===== src/rtl/pwm_pkg.sv =====
// pwm_duty_decoder shared definitions:
// FSM states, percent constants and divider latency.
package pwm_pkg;

    typedef enum logic {
        IDLE    = 1'b0,
        MEASURE = 1'b1
    } state_t;

    localparam int PCT_MAX   = 100;
    localparam int PCT_W     = 7;
    localparam int CNT_W_DEF = 16;

    function automatic int div_cycles(input int cnt_w);
        return cnt_w + PCT_W;
    endfunction

endpackage


===== src/rtl/pwm_duty_decoder_if.sv =====
// pwm_duty_decoder control and result bundle.
// master drives the waveform, slave is the decoder.
interface pwm_duty_decoder_if
    import pwm_pkg::*;
#(
    parameter int CNT_W = CNT_W_DEF
);
    logic             ena;
    logic             pwm_in;
    logic [CNT_W-1:0] period;
    logic [CNT_W-1:0] high_time;
    logic [PCT_W-1:0] duty_pct;
    logic             meas_valid;
    logic             stuck_high;
    logic             stuck_low;
    logic             overrun;

    modport master (
        output ena, pwm_in,
        input  period, high_time, duty_pct,
        input  meas_valid, stuck_high, stuck_low, overrun
    );

    modport slave (
        input  ena, pwm_in,
        output period, high_time, duty_pct,
        output meas_valid, stuck_high, stuck_low, overrun
    );

endinterface


===== src/rtl/pwm_duty_div.sv =====
// Restoring divider, one quotient bit per cycle.
// Quotient is clamped to PCT_MAX.
module pwm_duty_div
    import pwm_pkg::*;
#(
    parameter int CNT_W = CNT_W_DEF
) (
    input  logic                   clk,
    input  logic                   rst,
    input  logic                   abort,
    input  logic                   start,
    input  logic [CNT_W+PCT_W-1:0] num,
    input  logic [CNT_W-1:0]       den,
    output logic                   busy,
    output logic                   done,
    output logic [PCT_W-1:0]       quot
);
    localparam int NUM_W  = CNT_W + PCT_W;
    localparam int DC     = div_cycles(CNT_W);
    localparam int STEP_W = $clog2(DC + 1);

    logic [NUM_W-1:0]  acc;
    logic [CNT_W-1:0]  rem;
    logic [CNT_W-1:0]  den_q;
    logic [CNT_W-1:0]  rem_nx;
    logic [CNT_W:0]    trial;
    logic [STEP_W-1:0] step;
    logic              qbit;

    // one restoring step: shift in next numerator bit, try subtract
    always_comb begin
        trial  = {rem, acc[NUM_W-1]};
        qbit   = (trial >= {1'b0, den_q});
        rem_nx = qbit ? CNT_W'(trial - {1'b0, den_q})
                      : trial[CNT_W-1:0];
    end

    assign quot = (acc > NUM_W'(PCT_MAX)) ? PCT_W'(PCT_MAX)
                                          : acc[PCT_W-1:0];

    // load operands on start, then iterate DC steps and flag done
    always_ff @(posedge clk) begin
        if (rst || abort) begin
            busy  <= 1'b0;
            done  <= 1'b0;
            step  <= '0;
            acc   <= '0;
            rem   <= '0;
            den_q <= '0;
        end else begin
            done <= 1'b0;
            if (start && !busy) begin
                busy  <= 1'b1;
                step  <= STEP_W'(DC);
                acc   <= num;
                rem   <= '0;
                den_q <= den;
            end else if (busy) begin
                acc  <= {acc[NUM_W-2:0], qbit};
                rem  <= rem_nx;
                step <= step - STEP_W'(1);
                if (step == STEP_W'(1)) begin
                    busy <= 1'b0;
                    done <= 1'b1;
                end
            end
        end
    end

endmodule


===== src/rtl/pwm_duty_decoder.sv =====
// PWM receiver: measures period and high time,
// derives duty percent and flags stuck lines.
module pwm_duty_decoder
    import pwm_pkg::*;
#(
    parameter int CNT_W       = CNT_W_DEF,
    parameter int SYNC_STAGES = 2,
    parameter int TIMEOUT     = 2**CNT_W - 1
) (
    input  logic              clk,
    input  logic              rst,
    pwm_duty_decoder_if.slave bus
);
    localparam int NUM_W = CNT_W + PCT_W;
    localparam logic [CNT_W-1:0] TO_VAL   = CNT_W'(TIMEOUT);
    localparam logic [PCT_W-1:0] PCT_FULL = PCT_W'(PCT_MAX);

    logic [SYNC_STAGES-1:0] sync_q;
    logic                   s;
    logic                   s_d;
    logic                   rise;

    state_t           state_q;
    state_t           state_d;
    logic [CNT_W-1:0] period_cnt;
    logic [CNT_W-1:0] high_cnt;
    logic [CNT_W-1:0] cap_period;
    logic [CNT_W-1:0] cap_high;
    logic             at_to;
    logic             arm;
    logic             cap;
    logic             to_hit;

    logic             div_start;
    logic             div_drop;
    logic             div_abort;
    logic             div_busy;
    logic             div_done;
    logic [NUM_W-1:0] div_num;
    logic [PCT_W-1:0] div_q;

    logic [CNT_W-1:0] period_q;
    logic [CNT_W-1:0] high_q;
    logic [PCT_W-1:0] duty_q;
    logic             valid_q;
    logic             stuck_high_q;
    logic             stuck_low_q;
    logic             overrun_q;

    assign s    = sync_q[SYNC_STAGES-1];
    assign rise = s & ~s_d;

    // bring pwm_in into clk domain, keep one extra stage for edges
    always_ff @(posedge clk) begin
        if (rst) begin
            sync_q <= '0;
            s_d    <= 1'b0;
        end else begin
            sync_q <= {sync_q[SYNC_STAGES-2:0], bus.pwm_in};
            s_d    <= s;
        end
    end

    assign at_to = (period_cnt == TO_VAL);

    // state register
    always_ff @(posedge clk) begin
        if (rst) begin
            state_q <= IDLE;
        end else begin
            state_q <= state_d;
        end
    end

    // next state: arm on a rise, drop back on timeout or disable
    always_comb begin
        state_d = state_q;
        if (!bus.ena) begin
            state_d = IDLE;
        end else begin
            unique case (state_q)
                IDLE:    if (rise) state_d = MEASURE;
                MEASURE: if (!rise && at_to) state_d = IDLE;
                default: state_d = IDLE;
            endcase
        end
    end

    // per-cycle events; a rise beats a simultaneous timeout
    always_comb begin
        arm    = 1'b0;
        cap    = 1'b0;
        to_hit = 1'b0;
        if (bus.ena) begin
            unique case (state_q)
                IDLE:    arm = rise;
                MEASURE: begin
                    cap    = rise;
                    to_hit = !rise && at_to;
                end
                default: ;
            endcase
        end
    end

    assign div_start = cap & ~div_busy;
    assign div_drop  = cap & div_busy;
    assign div_abort = ~bus.ena;
    assign div_num   = NUM_W'(high_cnt) * NUM_W'(PCT_MAX);

    // period/high counters, restarted at 1 on every rise
    always_ff @(posedge clk) begin
        if (rst || !bus.ena || to_hit) begin
            period_cnt <= '0;
            high_cnt   <= '0;
        end else if (arm || cap) begin
            period_cnt <= CNT_W'(1);
            high_cnt   <= CNT_W'(1);
        end else if (state_q == MEASURE) begin
            period_cnt <= period_cnt + CNT_W'(1);
            high_cnt   <= high_cnt + CNT_W'(s);
        end
    end

    // hold the raw counts alongside the running division
    always_ff @(posedge clk) begin
        if (rst) begin
            cap_period <= '0;
            cap_high   <= '0;
        end else if (div_start) begin
            cap_period <= period_cnt;
            cap_high   <= high_cnt;
        end
    end

    pwm_duty_div #(
        .CNT_W (CNT_W)
    ) u_div (
        .clk   (clk),
        .rst   (rst),
        .abort (div_abort),
        .start (div_start),
        .num   (div_num),
        .den   (period_cnt),
        .busy  (div_busy),
        .done  (div_done),
        .quot  (div_q)
    );

    // publish results and flags; meas_valid rides with the update
    always_ff @(posedge clk) begin
        if (rst) begin
            period_q     <= '0;
            high_q       <= '0;
            duty_q       <= '0;
            valid_q      <= 1'b0;
            stuck_high_q <= 1'b0;
            stuck_low_q  <= 1'b0;
            overrun_q    <= 1'b0;
        end else begin
            valid_q <= 1'b0;
            if (div_drop) begin
                overrun_q <= 1'b1;
            end
            if (arm) begin
                stuck_high_q <= 1'b0;
                stuck_low_q  <= 1'b0;
            end
            if (to_hit) begin
                period_q     <= TO_VAL;
                high_q       <= s ? TO_VAL : '0;
                duty_q       <= s ? PCT_FULL : '0;
                stuck_high_q <= s;
                stuck_low_q  <= ~s;
                valid_q      <= 1'b1;
            end else if (div_done && bus.ena) begin
                period_q <= cap_period;
                high_q   <= cap_high;
                duty_q   <= div_q;
                valid_q  <= 1'b1;
            end
        end
    end

    assign bus.period     = period_q;
    assign bus.high_time  = high_q;
    assign bus.duty_pct   = duty_q;
    assign bus.meas_valid = valid_q;
    assign bus.stuck_high = stuck_high_q;
    assign bus.stuck_low  = stuck_low_q;
    assign bus.overrun    = overrun_q;

endmodule


===== src/flat_wrapper.sv =====
// flat-port wrapper written by rule: the top's interface ports become plain ports
module pwm_duty_decoder_flat import pwm_pkg::*;
#(
    parameter int CNT_W       = CNT_W_DEF,
    parameter int SYNC_STAGES = 2,
    parameter int TIMEOUT     = 2**CNT_W - 1
)
  (clk, rst, bus_ena, bus_pwm_in, bus_period, bus_high_time, bus_duty_pct, bus_meas_valid, bus_stuck_high, bus_stuck_low, bus_overrun);
  pwm_duty_decoder_if #(.CNT_W(CNT_W)) bus_i ();
  input  logic clk;
  input  logic rst;
  input wire logic [$bits(bus_i.ena)-1:0] bus_ena;
  input wire logic [$bits(bus_i.pwm_in)-1:0] bus_pwm_in;
  output wire logic [$bits(bus_i.period)-1:0] bus_period;
  output wire logic [$bits(bus_i.high_time)-1:0] bus_high_time;
  output wire logic [$bits(bus_i.duty_pct)-1:0] bus_duty_pct;
  output wire logic [$bits(bus_i.meas_valid)-1:0] bus_meas_valid;
  output wire logic [$bits(bus_i.stuck_high)-1:0] bus_stuck_high;
  output wire logic [$bits(bus_i.stuck_low)-1:0] bus_stuck_low;
  output wire logic [$bits(bus_i.overrun)-1:0] bus_overrun;
  assign bus_i.ena = bus_ena;
  assign bus_i.pwm_in = bus_pwm_in;
  assign bus_period = bus_i.period;
  assign bus_high_time = bus_i.high_time;
  assign bus_duty_pct = bus_i.duty_pct;
  assign bus_meas_valid = bus_i.meas_valid;
  assign bus_stuck_high = bus_i.stuck_high;
  assign bus_stuck_low = bus_i.stuck_low;
  assign bus_overrun = bus_i.overrun;
  pwm_duty_decoder #(.CNT_W(CNT_W), .SYNC_STAGES(SYNC_STAGES), .TIMEOUT(TIMEOUT)) u_core (.clk(clk), .rst(rst), .bus(bus_i));
endmodule

===== config.mk =====
export PLATFORM = sky130hd
export DESIGN_NAME = pwm_duty_decoder_flat
export DESIGN_NICKNAME = d
export VERILOG_FILES = /design/src/rtl/pwm_pkg.sv /design/src/rtl/pwm_duty_decoder_if.sv /design/src/rtl/pwm_duty_div.sv /design/src/rtl/pwm_duty_decoder.sv /design/src/flat_wrapper.sv
export SDC_FILE = /design/constraint.sdc
export NUM_CORES = 1
export LEC_CHECK = 0
export BUFFER_PORTS_ARGS = -buffer_cell sky130_fd_sc_hd__buf_2
export CORE_UTILIZATION = 45
export DETAILED_ROUTE_END_ITERATION = 6
export MAX_ROUTING_LAYER = met4
export SYNTH_ARGS = -nofsm -noshare
export SYNTH_HDL_FRONTEND = slang
export SYNTH_SLANG_ARGS = --single-unit
export TNS_END_PERCENT = 50

===== constraint.sdc =====
create_clock -name clk -period 9.3 [get_ports clk]
set_input_delay 1.86 -clock clk [delete_from_list [all_inputs] [get_ports clk]]
set_output_delay 1.86 -clock clk [all_outputs]
set_load 0.02 [all_outputs]

After elaboration in Yosys (flattened, before gate mapping)
Cells that the tools add are included.
{"block": "word_totals", "reg_bits": 173, "inputBits": 4, "output_inout_bits": 43, "wordCells": 95}
{"block": "op_classes", "n_addsub": 4, "mul": 1, "order_cmp": 2, "n_eq_ne": 2, "n_mux": 36, "n_bitwise": 8, "n_reduce_logical": 18}
{"operator": "$mux W16", "count": 6}
{"operator": "$mux W23", "count": 2}
{"operator": "$mux W7", "count": 4}
{"operator": "$gt A23 B7 Y1 const B", "count": 1}
{"operator": "$mul A16 B5 Y21 const B", "count": 1}
{"operator": "$mux W1", "count": 21}
{"operator": "$ge A17 B16 Y1", "count": 1}
{"operator": "$add A16 B1 Y16", "count": 1}
{"operator": "$add A16 B1 Y16 const B", "count": 1}
{"operator": "$eq A16 B16 Y1 const B", "count": 1}
{"operator": "$sub A16 B16 Y16", "count": 1}
{"operator": "$mux W5", "count": 2}
{"operator": "$reduce_bool A2 Y1", "count": 4}
{"operator": "$reduce_or A2 Y1", "count": 3}
{"operator": "$eq A5 B1 Y1 const B", "count": 1}
{"operator": "$not A1 Y1", "count": 5}
{"operator": "$sub A5 B1 Y5 const B", "count": 1}
{"operator": "$logic_or A1 B1 Y1", "count": 4}
{"operator": "$and A1 B1 Y1", "count": 3}
{"operator": "$logic_and A1 B1 Y1", "count": 3}
{"operator": "$logic_not A1 Y1", "count": 3}
{"operator": "$reduce_or A3 Y1", "count": 1}
{"operator": "$pmux W1 S2", "count": 1}

Depth between registers and ports, before layout
Gate-level depths: netlist of the first run.
{"block": "logic_depth", "ltp_word": 8, "depth_mapped": 14, "depth_no_buf": 14}

Hierarchy
Synthesis of the first run repeated with hierarchy kept, for this count alone.
{"block": "hier_totals", "hier_cells": 1125, "hier_area_um2": 9485.3}
{"module": "pwm_duty_decoder", "n_inst": 1, "cells_each": 670, "area_each_um2": 5926.9, "seq_area_each_um2": 2222.1}
{"module": "pwm_duty_div", "n_inst": 1, "cells_each": 455, "area_each_um2": 3558.4, "seq_area_each_um2": 1241.2}

Worst setup path before layout of the first run
OpenSTA, ideal clock, no wires.
{"block": "synth_timing", "path_type": "reg-to-reg", "startpoint": "register u_core.high_cnt[3]", "endpoint": "register u_core.u_div.acc[22]", "setup_time_ns": 0.087, "t_arrival_ns": 3.365, "t_required_ns": 9.213, "setup_slack_ns": 5.847, "stages_incl_launch_ff": 13, "path_buffers": 0, "synth_period_minus_slack_ns": 3.453, "cell_sequence": "dfxtp_1 -> ha_1 -> ha_1 -> fa_1 -> ha_1 -> a211oi_2 -> o21ai_0 -> o2bb2ai_1 -> o41a_1 -> a2111oi_0 -> o21bai_1 -> xnor2_1 -> o31ai_1"}
{"block": "synth_via", "elab_chain_len": 2}
{"item": "start: declaration", "line": "pwm_duty_decoder.sv:26", "source": "logic [CNT_W-1:0] high_cnt;"}
{"item": "start signal: assignment", "line": "pwm_duty_decoder.sv:121", "source": "high_cnt <= high_cnt + CNT_W'(s);"}
{"item": "$mul A16 B5 Y21", "line": "pwm_duty_decoder.sv:109", "source": "assign div_num = NUM_W'(high_cnt) * NUM_W'(PCT_MAX);"}
{"item": "$mux W23", "line": "pwm_duty_div.sv:52", "source": "if (start && !busy) begin"}
{"item": "end signal: assignment", "line": "pwm_duty_div.sv:55", "source": "acc <= num;"}
{"item": "end signal: assignment", "line": "pwm_duty_div.sv:59", "source": "acc <= {acc[NUM_W-2:0], qbit};"}
{"item": "end: declaration", "line": "pwm_duty_div.sv:22", "source": "logic [NUM_W-1:0] acc;"}
No other way between the ends.
A chain may end at the register's enable or synchronous reset.

Final worst setup path of the first run
{"block": "layout_timing", "startpoint": "register u_core.high_cnt[4]", "endpoint": "register u_core.u_div.acc[22]"}
The elaborated chain is that of the path after synthesis.

==> impl_metrics.toml, run 1 <==
[setup_path]
cp-end-kind = "flop"
criticalPathCategory = "flop to flop"
worstPathRequired_ps = 9570
reg_to_reg_start = "u_core.high_cnt[4]$_SDFFE_PP0P_"
timing.critical_path.arrival_ps = 4130
worstSetupStartpointType = "flop"
crit_path_max_fanout = 5
critical_path.startpoint = "u_core.high_cnt[4]$_SDFFE_PP0P_"

[placement]
io_buffer_count = 46
placement.cell_area_um2 = 9530
detailedPlace.worstSlack_ps = 5030
routabilityCongestion = 0.848
post-dp-hpwl_um = 14600

[timing]
max_freq_mhz = 259
max_slew.worst_pin.slew_ps = 1070
final.setup.tns_ps = 0
final_min_period_over_clock_period_pct = 41.5
timing_max_transition_violations_final = 0
setup_viol = 0
worst_slew_margin_rel_pct = 28.4
clock-skew-final_ps = 10.8
grt_setup_unrepaired = "false"
fin_ws_ps = 5440
period_minus_slack_ps = 3860
finalHoldViolations = 0

[min_path]
hp-class = "flop to flop"
min-delay-start = "u_core.sync_q[0]$_SDFF_PP0_"

[final_layout]
fin_area_um2 = 10200
share_of_the_core_filled_with_cells_in_the_final_layout_pct = 51.8
layout-drive-gt1-share_pct = 9.29
design.final.nets = 1186
area_growth_syn_to_layout_pct = 11.7

[logic_synthesis]
share_of_synthesized_area_spent_on_multiplexers_pct = 5.63
yosysMostFrequentCell = "sky130_fd_sc_hd__dfxtp_1"
mappedNetlistNets = 1167
synth_area_in_compound_gates_pct = 16.6
synthesis.yosys.warnings = 0
yosys.area.top_type_share_pct = 38.0
synthArstFlopShare_pct = 0
synth_top_cells_by_area = "sky130_fd_sc_hd__dfxtp_1 (38%), sky130_fd_sc_hd__ha_1 (10%), sky130_fd_sc_hd__a21oi_1 (7.8%)"
synth_commonest_cells = "sky130_fd_sc_hd__dfxtp_1 (173), sky130_fd_sc_hd__a21oi_1 (142), sky130_fd_sc_hd__nand2_1 (142)"
synthSimpleGateAreaFrac_pct = 16.9
synthXorXnorAreaFrac_pct = 4.71
synthesis.instances = 1077
synthAdderAreaFrac_pct = 12.8
post-synth-top-area-cell = "sky130_fd_sc_hd__dfxtp_1"
dominant_register_cell_in_the_synthesized_netlist = "sky130_fd_sc_hd__dfxtp_1"
seq_area_frac_synth_pct = 38.0
unique_masters_post_synth = 60
synth_enable_flop_cells = 0
synth_area_um2 = 9120
synth_seq_cells = 173
synth_top_family_by_area = "simple AND/OR/NAND/NOR gates"
syn_area_per_cell_um2 = 8.46

[clock_network]
clock_sink_count = 173
ctsLongestPathBuffers = 2
cts.clk_slew.worst_paths_ps = 70
post-cts-setup-buffer-count = 0
tritoncts = "yes"
cts_buffers = 17
clock_insertion_delay_at_the_later_pin_of_the_skew_report_ps = 430
postCtsResizedCells = 0
cts_max_level = 4
cts.root.buffer_cell = "sky130_fd_sc_hd__clkbuf_16"
postCtsHoldBufs = 0

[floorplan]
design.core.area_um2 = 19700
area_enclosed_by_the_die_boundary_um2 = 20800
io_pins = 47
initial_core_util_pct = 46.4
floorplan.rows = 51
chipWidth_um = 144
die_y_um = 144

[power_and_ir_drop]
power.static_leakage_nw = 4.53
total_power_mw = 1.52
power-per-cell-area_nw_per_um2 = 149
max-vdd-ir-drop_mv = 0.132

[global_route]
wire_length_of_the_first_global_routing_pass_um = 33200
track_usage_pct = 20.8
grt_pass1_vias = 6584
antenna_found_initial = 1
globalRouteOverflowTotal = 0
grt_max_degree = 71

[routing]
dr_total_vias = 7310
postRouteAntennaNets = 0
drt_drc_violations_left = 0
post_route_met1_wirelength_um = 9780
viasPerCell = 5.32
drtIter0Drc = 356
drt-wirelength-per-cell_um = 14.8
route.met3.wl_um = 500
top_layer = "met4"
totalWireLength_um = 20400
dr_wl_met2_um = 9920
first_pass_iters = 5

[outcome]
outcome = "finished clean"

[run]
number_of_violations_of_the_max_capacitance_limit = 0
final cells by class:
cell class / instances / area, um2
Fill cell: 1914 / 9470
Multi-Input combinational cell: 776 / 5170
Sequential cell: 173 / 3460
Clock buffer: 17 / 425
Tap cell: 265 / 332
Timing Repair Buffer: 54 / 290
Inverter: 74 / 278
Clock inverter: 15 / 219
Antenna cell: 1 / 2.50
worst max-delay path, cell delays in order, from the launching register on:
cell	delay [ps]
sky130_fd_sc_hd__dfxtp_1	430
sky130_fd_sc_hd__ha_1	270
sky130_fd_sc_hd__ha_1	270
sky130_fd_sc_hd__inv_1	50
sky130_fd_sc_hd__fa_1	490
sky130_fd_sc_hd__inv_1	40
sky130_fd_sc_hd__ha_1	320
sky130_fd_sc_hd__o21ai_0	270
sky130_fd_sc_hd__o21ai_0	160
sky130_fd_sc_hd__o2bb2ai_1	190
sky130_fd_sc_hd__o41a_1	360
sky130_fd_sc_hd__a2111oi_0	400
sky130_fd_sc_hd__o21bai_1	120
sky130_fd_sc_hd__xnor2_1	240
sky130_fd_sc_hd__o31ai_1	90
registers in the layout (all words and copies together) (netlist names), 7 cells and up:
register / flops
u_core.high_cnt: 16
u_core.u_div.den_q: 16
u_core.u_div.rem: 16
u_core.cap_period: 16
u_core.period_cnt: 16
u_core.u_div.acc: 23
u_core.bus.high_time: 16
u_core.bus.duty_pct: 7
u_core.bus.period: 16
u_core.cap_high: 16
final timing paths:
check,slack (ps),endpoint,cells after the start
min reg2reg,440,u_core.sync_q[1]$_SDFF_PP0_,1
min,440,u_core.sync_q[1]$_SDFF_PP0_,1
max reg2reg,5440,u_core.u_div.acc[22]$_SDFFE_PP0P_,14
max,5440,u_core.u_div.acc[22]$_SDFFE_PP0P_,14
stage by stage:
step	std cells	hold WS, ps
2_1_floorplan	1077	414
3_3_place_gp	1342	430
3_5_place_dp	1342	429
4_1_cts	1374	450
5_1_grt	1375	462
6_report	1375	445
placed cells by master (no fill, tap or decap), types with 9 or more instances in the layout:
master / count
sky130_fd_sc_hd__and3_1: 9
sky130_fd_sc_hd__xnor2_1: 28
sky130_fd_sc_hd__inv_1: 74
sky130_fd_sc_hd__dfxtp_1: 172
sky130_fd_sc_hd__a21oi_1: 142
sky130_fd_sc_hd__nand4_1: 9
sky130_fd_sc_hd__mux2i_1: 49
sky130_fd_sc_hd__nor2b_1: 10
sky130_fd_sc_hd__clkbuf_16: 17
sky130_fd_sc_hd__xor2_1: 21
sky130_fd_sc_hd__nor3_1: 16
sky130_fd_sc_hd__o21ai_0: 29
sky130_fd_sc_hd__a21o_1: 12
sky130_fd_sc_hd__fa_1: 12
sky130_fd_sc_hd__buf_2: 46
sky130_fd_sc_hd__ha_1: 74
sky130_fd_sc_hd__a211oi_1: 12
sky130_fd_sc_hd__nand2_1: 140
sky130_fd_sc_hd__nand3_1: 28
sky130_fd_sc_hd__nor2_1: 88
logic make-up (layout without fill, tap and decap cells):
| family | after synthesis | in the layout |
|---|---|---|
| AO/OA/AOI/OAI | 250 | 250 |
| XOR/XNOR | 49 | 49 |
| adder cells (fa/ha/maj) | 86 | 86 |
| buffers and inverters | 128 | 160 |
| flip-flops | 173 | 173 |
| multiplexers | 51 | 51 |
| other | 0 | 1 |
| AND/OR/NAND/NOR | 340 | 340 |
power by group:
group / internal, mW / leakage, nW / switching, mW / total (mW)
clock network: 0.418 / 0.313 / 0.342 / 0.759
logic: 0.00411 / 2.83 / 0.0166 / 0.0207
registers: 0.741 / 1.39 / 0.000694 / 0.742
metal layers:
| metal | global-route usage (%) | up-vias |
|---|---|---|
| met3 | 3.61 | 12 |
| met2 | 34.2 | 86 |
| met4 | 5.48 | 0 |
| li1 | - | 3768 |
| met1 | 26.3 | 3444 |
| met5 | - | - |
Power figures use the tool's default switching activity.
==> inputs of run 2 (changes only) <==
- ABC_AREA: unset -> 1
- clock period: 9.3 -> 3.6 ns (I/O delays scaled with it)
==> impl_metrics.toml, run 2 <==
[timing]
max_freq_mhz = 334
clock-skew-final_ps = 18.0
final_min_period_over_clock_period_pct = 83.2
setup_viol = 0
grt_setup_unrepaired = "false"
timing_max_transition_violations_final = 0
final.setup.tns_ps = 0
timing.hold.ws_ps = 406
worst_slew_margin_rel_pct = 51.8
finalHoldViolations = 0
max_slew.worst_pin.slew_ps = 722
period_minus_slack_ps = 2990

[clock_network]
cts_buffers = 17
postCtsHoldBufs = 0
postCtsResizedCells = 0
cts.root.buffer_cell = "sky130_fd_sc_hd__clkbuf_16"
ctsLongestPathBuffers = 2
cts_max_level = 4
cts.clk_slew.worst_paths_ps = 80
clock_insertion_delay_at_the_later_pin_of_the_skew_report_ps = 440
clock_sink_count = 173
tritoncts = "yes"
post-cts-setup-buffer-count = 0

[logic_synthesis]
post-synth-top-area-cell = "sky130_fd_sc_hd__dfxtp_1"
mappedNetlistNets = 1381
synth_area_um2 = 9460
unique_masters_post_synth = 50
synth_top_cells_by_area = "sky130_fd_sc_hd__dfxtp_1 (37%), sky130_fd_sc_hd__nand2_1 (12%), sky130_fd_sc_hd__ha_1 (9.8%)"
synth_seq_cells = 173
synthesis.yosys.warnings = 0
yosys.area.top_type_share_pct = 36.6
seq_area_frac_synth_pct = 36.6
synth_enable_flop_cells = 0
yosysMostFrequentCell = "sky130_fd_sc_hd__nand2_1"
synthArstFlopShare_pct = 0
syn_area_per_cell_um2 = 7.32
synthesis.instances = 1291
synth_commonest_cells = "sky130_fd_sc_hd__nand2_1 (306), sky130_fd_sc_hd__dfxtp_1 (173), sky130_fd_sc_hd__inv_1 (170)"
dominant_register_cell_in_the_synthesized_netlist = "sky130_fd_sc_hd__dfxtp_1"

[placement]
routabilityCongestion = 0.903
post-dp-hpwl_um = 16000
io_buffer_count = 46

[global_route]
grt_max_degree = 46
track_usage_pct = 21.3
wire_length_of_the_first_global_routing_pass_um = 36400
grt_pass1_vias = 7616
antenna_found_initial = 0
globalRouteOverflowTotal = 0

[routing]
drt-wirelength-per-cell_um = 13.5
postRouteAntennaNets = 0
drtIter0Drc = 305
totalWireLength_um = 21600
drt_drc_violations_left = 0
viasPerCell = 5.04
dr_total_vias = 8098
first_pass_iters = 5

[floorplan]
io_pins = 47
design.core.area_um2 = 20400
chipWidth_um = 147
initial_core_util_pct = 46.3
die_y_um = 147
area_enclosed_by_the_die_boundary_um2 = 21600
floorplan.rows = 52

[setup_path]
criticalPathCategory = "flop to flop"
worstSetupStartpointType = "flop"
crit_path_max_fanout = 6
cp-end-kind = "flop"
worstPathRequired_ps = 3930
timing.critical_path.arrival_ps = 3320

[final_layout]
largest_register_ff_count = 23
layout-drive-gt1-share_pct = 9.87
design.final.nets = 1414
area_growth_syn_to_layout_pct = 11.2
share_of_the_core_filled_with_cells_in_the_final_layout_pct = 51.5
largest-register = "u_core.u_div.acc"
diodes = 0
layout_common_cells = "sky130_fd_sc_hd__nand2_1 (306), sky130_fd_sc_hd__dfxtp_1 (173), sky130_fd_sc_hd__inv_1 (170)"
final_common_cell = "sky130_fd_sc_hd__nand2_1"

[power_and_ir_drop]
power.static_leakage_nw = 4.82
power-per-cell-area_nw_per_um2 = 364
total_power_mw = 3.83
max-vdd-ir-drop_mv = 0.302

[outcome]
outcome = "finished clean"

[run]
number_of_violations_of_the_max_capacitance_limit = 0

[min_path]
hp-class = "flop to flop"
run 2: changes by cell type in the layout (fill, tap and decap cells not counted), moves of 10 or more:
| cell | before | now |
|---|---|---|
| sky130_fd_sc_hd__nor2b_1 | 10 | 0 |
| sky130_fd_sc_hd__nand2_1 | 140 | 306 |
| sky130_fd_sc_hd__mux2i_1 | 49 | 0 |
| sky130_fd_sc_hd__a211oi_1 | 12 | 1 |
| sky130_fd_sc_hd__o22ai_1 | 0 | 29 |
| sky130_fd_sc_hd__o21ai_1 | 0 | 13 |
| sky130_fd_sc_hd__a21oi_1 | 142 | 108 |
| sky130_fd_sc_hd__nand3_1 | 28 | 62 |
| sky130_fd_sc_hd__o21ai_0 | 29 | 42 |
| sky130_fd_sc_hd__a21oi_2 | 0 | 10 |
| sky130_fd_sc_hd__xnor2_1 | 28 | 15 |
| sky130_fd_sc_hd__inv_1 | 74 | 170 |
| sky130_fd_sc_hd__nor2_1 | 88 | 103 |
run 2: worst paths after layout:
kind                              startpoint  cells past startpoint                           endpoint  slack, ps
min reg2reg      u_core.sync_q[0]$_SDFF_PP0_                      2        u_core.sync_q[1]$_SDFF_PP0_        410
min              u_core.sync_q[0]$_SDFF_PP0_                      2        u_core.sync_q[1]$_SDFF_PP0_        410
max          u_core.high_cnt[6]$_SDFFE_PP0P_                     12  u_core.u_div.acc[19]$_SDFFE_PP0P_        610
max reg2reg  u_core.high_cnt[6]$_SDFFE_PP0P_                     12  u_core.u_div.acc[19]$_SDFFE_PP0P_        610
run 2: stage by stage:
stage	instance area, um2	setup slack (ps)	std cells
after floorplan	9460	892	1291
after global placement	9920	717	1575
after detailed placement	9920	647	1575
after CTS	10500	621	1607
after global routing	10500	335	1607
final	10500	606	1607
run 2: final cells by class:
cell class | instances | area (um2)
fill | 2054 | 9920
timing repair buffer | 62 | 350
clock inverter | 14 | 168
clock buffer | 18 | 429
multi-input combinational | 892 | 5090
inverter | 178 | 671
tap | 270 | 338
sequential | 173 | 3460
run 2: power breakdown:
group	internal [mW]	switching, mW
clock network	0.942	0.914
logic	0.0127	0.0433
registers	1.91	0.00225
total	2.87	0.960
run 2: cells by family after synthesis:
family                   after synthesis  synth area share, %
AND/OR/NAND/NOR                      538                 24.5
adder cells (fa/ha/maj)               86                 12.3
XOR/XNOR                              31                 2.87
AO/OA/AOI/OAI                        237                 14.1
flip-flops                           173                 36.6
buffers and inverters                226                 9.50
run 2: metal layers:
metal | vias to the layer above | wire length (um) | GRT usage [%]
li1 | 4267 | - | -
met4 | 0 | 350 | 6.03
met5 | - | 0 | -
met2 | 102 | 10600 | 35.6
met3 | 21 | 583 | 3.35
met1 | 3708 | 10100 | 26.7
run 2: critical path, stage by stage, from the launching register on:
cell	delay (ps)
sky130_fd_sc_hd__dfxtp_1	480
sky130_fd_sc_hd__ha_1	290
sky130_fd_sc_hd__ha_1	270
sky130_fd_sc_hd__inv_1	50
sky130_fd_sc_hd__fa_1	490
sky130_fd_sc_hd__inv_1	40
sky130_fd_sc_hd__ha_1	360
sky130_fd_sc_hd__a21oi_1	200
sky130_fd_sc_hd__o21ai_0	160
sky130_fd_sc_hd__a211oi_1	300
sky130_fd_sc_hd__nand3_1	110
sky130_fd_sc_hd__nand3_1	100
sky130_fd_sc_hd__nand2_1	40
